**src/rtl/imm_rotate_encoder_pkg.sv**
```systemverilog
// Shared widths, FSM state encoding and rotate helper for the immediate encoder.
package imm_rotate_encoder_pkg;

    localparam int unsigned ROT_W = 4;
    localparam int unsigned IMM_W = 8;

    typedef enum logic [1:0] {
        StIdle   = 2'd0,
        StSearch = 2'd1,
        StDone   = 2'd2
    } state_e;

    function automatic logic [31:0] rol32(input logic [31:0] x, input logic [4:0] sh);
        if (sh == 5'd0) begin
            return x;
        end
        return (x << sh) | (x >> (6'd32 - {1'b0, sh}));
    endfunction

endpackage

```
**src/rtl/imm_rotate_encoder_rot_fit_check.sv**
```systemverilog
// One search lane: does ROL(cand, 2k) fit in an 8-bit immediate?
module imm_rotate_encoder_rot_fit_check
    import imm_rotate_encoder_pkg::*;
(
    input  logic [31:0]      cand,
    input  logic [ROT_W-1:0] k,
    output logic             fit,
    output logic [IMM_W-1:0] imm8
);

    logic [31:0] rotated;

    always_comb begin
        rotated = rol32(cand, {k, 1'b0});
        fit     = (rotated[31:IMM_W] == '0);
        imm8    = rotated[IMM_W-1:0];
    end

endmodule

```
**src/rtl/imm_rotate_encoder.sv**
```systemverilog
// Finds the minimum-rotate ARM operand-2 immediate encoding of a 32-bit constant,
// testing LANES rotations per cycle behind valid/ready handshakes.
module imm_rotate_encoder
    import imm_rotate_encoder_pkg::*;
#(
    parameter int unsigned LANES = 1
) (
    input  logic        clk,
    input  logic        rst,
    input  logic        in_valid,
    output logic        in_ready,
    input  logic [31:0] value,
    output logic        out_valid,
    input  logic        out_ready,
    output logic        encodable,
    output logic [11:0] shift_operand
);

    localparam bit LanesOk = (LANES == 1) || (LANES == 2) || (LANES == 4) ||
                             (LANES == 8) || (LANES == 16);

    if (!LanesOk) begin : g_bad_lanes
        $error("imm_rotate_encoder: LANES must be 1, 2, 4, 8 or 16");
    end

    // ROL by 32 is the identity, so LANES=16 folds to a zero shift.
    localparam logic [4:0] StepSh = 5'((2 * LANES) % 32);
    localparam logic [4:0] RotEnd = 5'd16;

    state_e      state_q, state_d;
    logic [31:0] cand_q, cand_d;
    logic [4:0]  rot_q, rot_d;
    logic        enc_q, enc_d;
    logic [11:0] so_q, so_d;

    logic [LANES-1:0] lane_fit;
    logic [IMM_W-1:0] lane_imm [LANES];

    for (genvar k = 0; k < LANES; k++) begin : g_lane
        imm_rotate_encoder_rot_fit_check u_fit (
            .cand (cand_q),
            .k    (ROT_W'(k)),
            .fit  (lane_fit[k]),
            .imm8 (lane_imm[k])
        );
    end

    logic             found;
    logic [ROT_W-1:0] win_k;
    logic [IMM_W-1:0] win_imm;

    // Scan downwards so the lowest fitting lane (smallest rotate) wins.
    always_comb begin
        found   = 1'b0;
        win_k   = '0;
        win_imm = '0;
        for (int i = LANES - 1; i >= 0; i--) begin
            if (lane_fit[i]) begin
                found   = 1'b1;
                win_k   = ROT_W'(i);
                win_imm = lane_imm[i];
            end
        end
    end

    always_comb begin
        state_d = state_q;
        cand_d  = cand_q;
        rot_d   = rot_q;
        enc_d   = enc_q;
        so_d    = so_q;
        unique case (state_q)
            StIdle: begin
                if (in_valid) begin
                    cand_d  = value;
                    rot_d   = '0;
                    state_d = StSearch;
                end
            end
            StSearch: begin
                if (found) begin
                    enc_d   = 1'b1;
                    so_d    = {rot_q[ROT_W-1:0] + win_k, win_imm};
                    state_d = StDone;
                end else if (rot_q + 5'(LANES) == RotEnd) begin
                    enc_d   = 1'b0;
                    so_d    = '0;
                    state_d = StDone;
                end else begin
                    cand_d = rol32(cand_q, StepSh);
                    rot_d  = rot_q + 5'(LANES);
                end
            end
            StDone: begin
                if (out_ready) begin
                    state_d = StIdle;
                end
            end
            default: state_d = StIdle;
        endcase
    end

    always_ff @(posedge clk or posedge rst) begin
        if (rst) begin
            state_q <= StIdle;
            cand_q  <= '0;
            rot_q   <= '0;
            enc_q   <= 1'b0;
            so_q    <= '0;
        end else begin
            state_q <= state_d;
            cand_q  <= cand_d;
            rot_q   <= rot_d;
            enc_q   <= enc_d;
            so_q    <= so_d;
        end
    end

    assign in_ready      = (state_q == StIdle);
    assign out_valid     = (state_q == StDone);
    assign encodable     = enc_q;
    assign shift_operand = so_q;

endmodule

```
**config.mk**
```make
export PLATFORM = sky130hd
export DESIGN_NAME = imm_rotate_encoder
export DESIGN_NICKNAME = d
export VERILOG_FILES = /design/src/rtl/imm_rotate_encoder_pkg.sv /design/src/rtl/imm_rotate_encoder_rot_fit_check.sv /design/src/rtl/imm_rotate_encoder.sv
export SDC_FILE = /design/constraint.sdc
export NUM_CORES = 1
export LEC_CHECK = 0
export ABC_AREA = 1
export BUFFER_PORTS_ARGS = -buffer_cell sky130_fd_sc_hd__buf_4
export CAP_MARGIN = 10
export CORE_UTILIZATION = 55
export CTS_BUF_LIST = sky130_fd_sc_hd__clkbuf_4
export DETAILED_ROUTE_END_ITERATION = 8
export HOLD_SLACK_MARGIN = 0.08
export PLACE_DENSITY = 0.79
export SLEW_MARGIN = 20
export SYNTH_ARGS = -nofsm -noshare
export SYNTH_HDL_FRONTEND = slang
export SYNTH_SLANG_ARGS = --single-unit
```
**constraint.sdc**
```tcl
create_clock -name clk -period 2.3 [get_ports clk]
set_clock_uncertainty 0.1 [all_clocks]
set_input_delay 0.46 -clock clk [delete_from_list [all_inputs] [get_ports clk]]
set_output_delay 0.46 -clock clk [all_outputs]
set_load 0.01 [all_outputs]
```
==> results.json <==
{
  "finalNonFillerCells": 480,
  "cap_violations": 0,
  "critical_path_class": "register to register",
  "via_per_inst": 5.15,
  "finalHoldViolations": 0,
  "p_leak_nw": 1.79,
  "ys_seq_elements": 52,
  "cts-root-buf": "clkbuf_4",
  "die_h_um": 72.6,
  "grt_pass1_vias": 2300,
  "holdWs_ns": 0.132,
  "grt_antenna_before_repair": 0,
  "drtIter0Drc": 221,
  "post_cts_buffers": 0,
  "drive_gt1_share_pct": 17.7,
  "grt_max_degree": 41,
  "pwr-share-clk_pct": 13.8,
  "power.internal_mw": 2.12,
  "reg2reg_setup_slack_ns": 0.33,
  "final_nets": 449,
  "clock_sinks": 52,
  "fp.dieW_um": 72.6,
  "netlist.area_leader.share_pct": 47.5,
  "ys_seq_area_share_pct": 47.5,
  "post_dp_cell_area_mm2": 0.00311,
  "start_util_pct": 57.6,
  "grt_pass1_wl_um": 10200,
  "netlist_area_mm2": 0.00274,
  "fillers": 458,
  "die-area_mm2": 0.00526,
  "vdd_ir_drop_max_mv": 0.540,
  "power.total_mw": 3.70,
  "numCtsBuffers": 5,
  "drcViolationCount": 0,
  "critPathTopFamily": "simple AND/OR/NAND/NOR gates",
  "outcome": "complete, no violations",
  "worstPathRequired_ns": 2.45,
  "cp_num_buf_inv": 1,
  "arrival_ns": 2.12,
  "crit_path_start": "rot_q[0]",
  "p_switching_mw": 1.58,
  "path_depth": 9,
  "worst_slew_pin_slew_ns": 0.730,
  "port_buffers": 50,
  "worstRegToRegCells": 9,
  "h-tree-depth": 2,
  "worstSkewPairLatency_ns": 0.37,
  "crit_path_end_kind": "register",
  "row_count": 25,
  "antenna_cells": 0,
  "timing.slew.headroom_pct": 51.1,
  "placedCellCount": 471,
  "rr_startpoint": "rot_q[0]",
  "vias": 2470,
  "postSynthCellCount": 371,
  "cts_buffer_depth": 2,
  "gp_congestion": 0.830,
  "io_pins": 51,
  "synth_warnings": 0,
  "path_cells": "ha_1, nand3_1, nand2_1, nand2_1, nand3_2, nand3_2, buf_12, nand3_1, nand2_1",
  "clkSlewWorstSetupHoldPaths_ns": 0.15,
  "hold_path_class": "input port to register",
  "period_share_pct": 85.7,
  "ctsResizeCount": 0,
  "cts_tree": "done",
  "slowest_delay_ns": 0.47,
  "crit_top_cell": "nand2_1",
  "final_core_util_pct": 67.3,
  "syn_nets": 408,
  "place_hpwl_um": 3940,
  "overflow": 0,
  "setup_viol": 0,
  "endpoint": "cand_q[14]",
  "seq_power_share_pct": 40.2,
  "max_freq_mhz": 507,
  "fin_crit_ns": 1.97,
  "syn2layout_area_growth_pct": 16.8,
  "routedWlPerCell_um": 12.3,
  "synth_top_cell_by_area": "dfrtp_1",
  "p_per_area_mw_per_mm2": 1160,
  "tns_ns": 0,
  "switching_share_pct": 42.7,
  "synth_area_per_cell_um2": 7.38,
  "fin_area_mm2": 0.00320,
  "crit_path_top_delay_cell": "dfrtp_1",
  "first_pass_iters": 4,
  "grtUsageTotal_pct": 24.7,
  "rsz0062_at_grt": "no",
  "post-place-ws_ns": 0.369,
  "comb_power_share_pct": 46.0,
  "antenna_left": 0,
  "wirelength_um": 5900,
  "core_area_mm2": 0.00475,
  "maxSlewViolCount": 0,
  "worst_slack_ns": 0.329,
  "r2r_end": "cand_q[14]",
  "ys_types": 19,
  "start_kind": "register",
  "crit_fanout": 22,
  "synth_area_leaders": "dfrtp_1 (48%), nand2_1 (22%), nand3_1 (14%)"
}
==> per-layer routing <==
metal,global-route usage [%],up-vias,share of wire [%]
met1,32.7,1110,46
met3,4.31,11,5.0
met4,7.63,0,1.5
li1,-,1269,-
met5,0,-,0
met2,41.4,80,48
==> state kept, by name (all words and copies together), names as in the netlist <==
register,cells
state_q,2
cand_q,32
shift_operand,12
encodable,1
rot_q,5
==> power by group through the flow <==
stage	Clock, mW	Sequential [mW]	Combinational (mW)
2_1_floorplan	0	1.43	1.42
3_3_place_gp	0	1.49	1.66
3_5_place_dp	0	1.50	1.71
4_1_cts	0.523	1.48	1.72
5_1_grt	0.553	1.53	1.98
6_report	0.511	1.49	1.70
==> logic make-up after synthesis <==
group                      Yosys count  synth area share, %
buffers and inverters               35                 7.72
adders and majority gates            1                0.457
AOI/OAI and AO/OA                   14                 2.65
DFF                                 52                 47.5
and+or+nand+nor                    269                 41.6
==> worst min-delay path by stage <==
stage / slack (ns) / cells after the start / end / start
floorplan: 0.37 / 1 / state_q[1] / state_q[0]
global placement: 0.36 / 2 / shift_operand[8] / shift_operand[8]
detailed placement: 0.36 / 2 / shift_operand[8] / shift_operand[8]
CTS: 0.12 / 2 / state_q[1] / out_ready
global route: 0.11 / 2 / state_q[1] / out_ready
finish: 0.13 / 2 / state_q[1] / out_ready
==> placed cells by master, fill, tap and decap left out, types with 5 or more instances in the layout <==
cell,netlist,routed
nor2_1,20,20
nand2_1,163,163
nand3_1,78,78
inv_1,9,8
buf_4,0,56
clkbuf_4,0,5
o21ai_0,12,12
dfrtp_1,52,52
==> area by class of cell <==
cell class | instances | area (um^2) | area share, %
sequential | 52 | 1300 | 40.7
multi-input combinational | 284 | 1220 | 38.3
timing repair buffer | 59 | 470 | 14.7
tap | 67 | 83.8 | 2.62
clock inverter | 3 | 42.5 | 1.33
clock buffer | 5 | 37.5 | 1.17
inverter | 10 | 37.5 | 1.17
==> what timing repair did <==
action                     CTS  global route
setup endpoints to repair    0             0
hold buffers                 1             0
hold endpoints to repair    23             0
==> cell usage after synthesis <==
cell and n:
a21oi_1 1, buf_1 1, buf_2 10, buf_6 9
clkbuf_1 5, dfrtp_1 52, ha_1 1, inv_1 9
inv_2 1, nand2_1 163, nand2_2 2, nand3_1 78
nand3_2 2, nand4_1 2, nor2_1 20, nor2_2 1
nor2_4 1, o21ai_0 12, o31ai_1 1
==> worst reg2reg max path: cells and delay by family (launching register included) <==
family        cells  cell delay [ns]
simple gates      7             0.75
fa+ha+maj         1             0.24
buf+inv           1             0.29
flops             1             0.47
No activity file was read; power rests on OpenSTA's default activity.
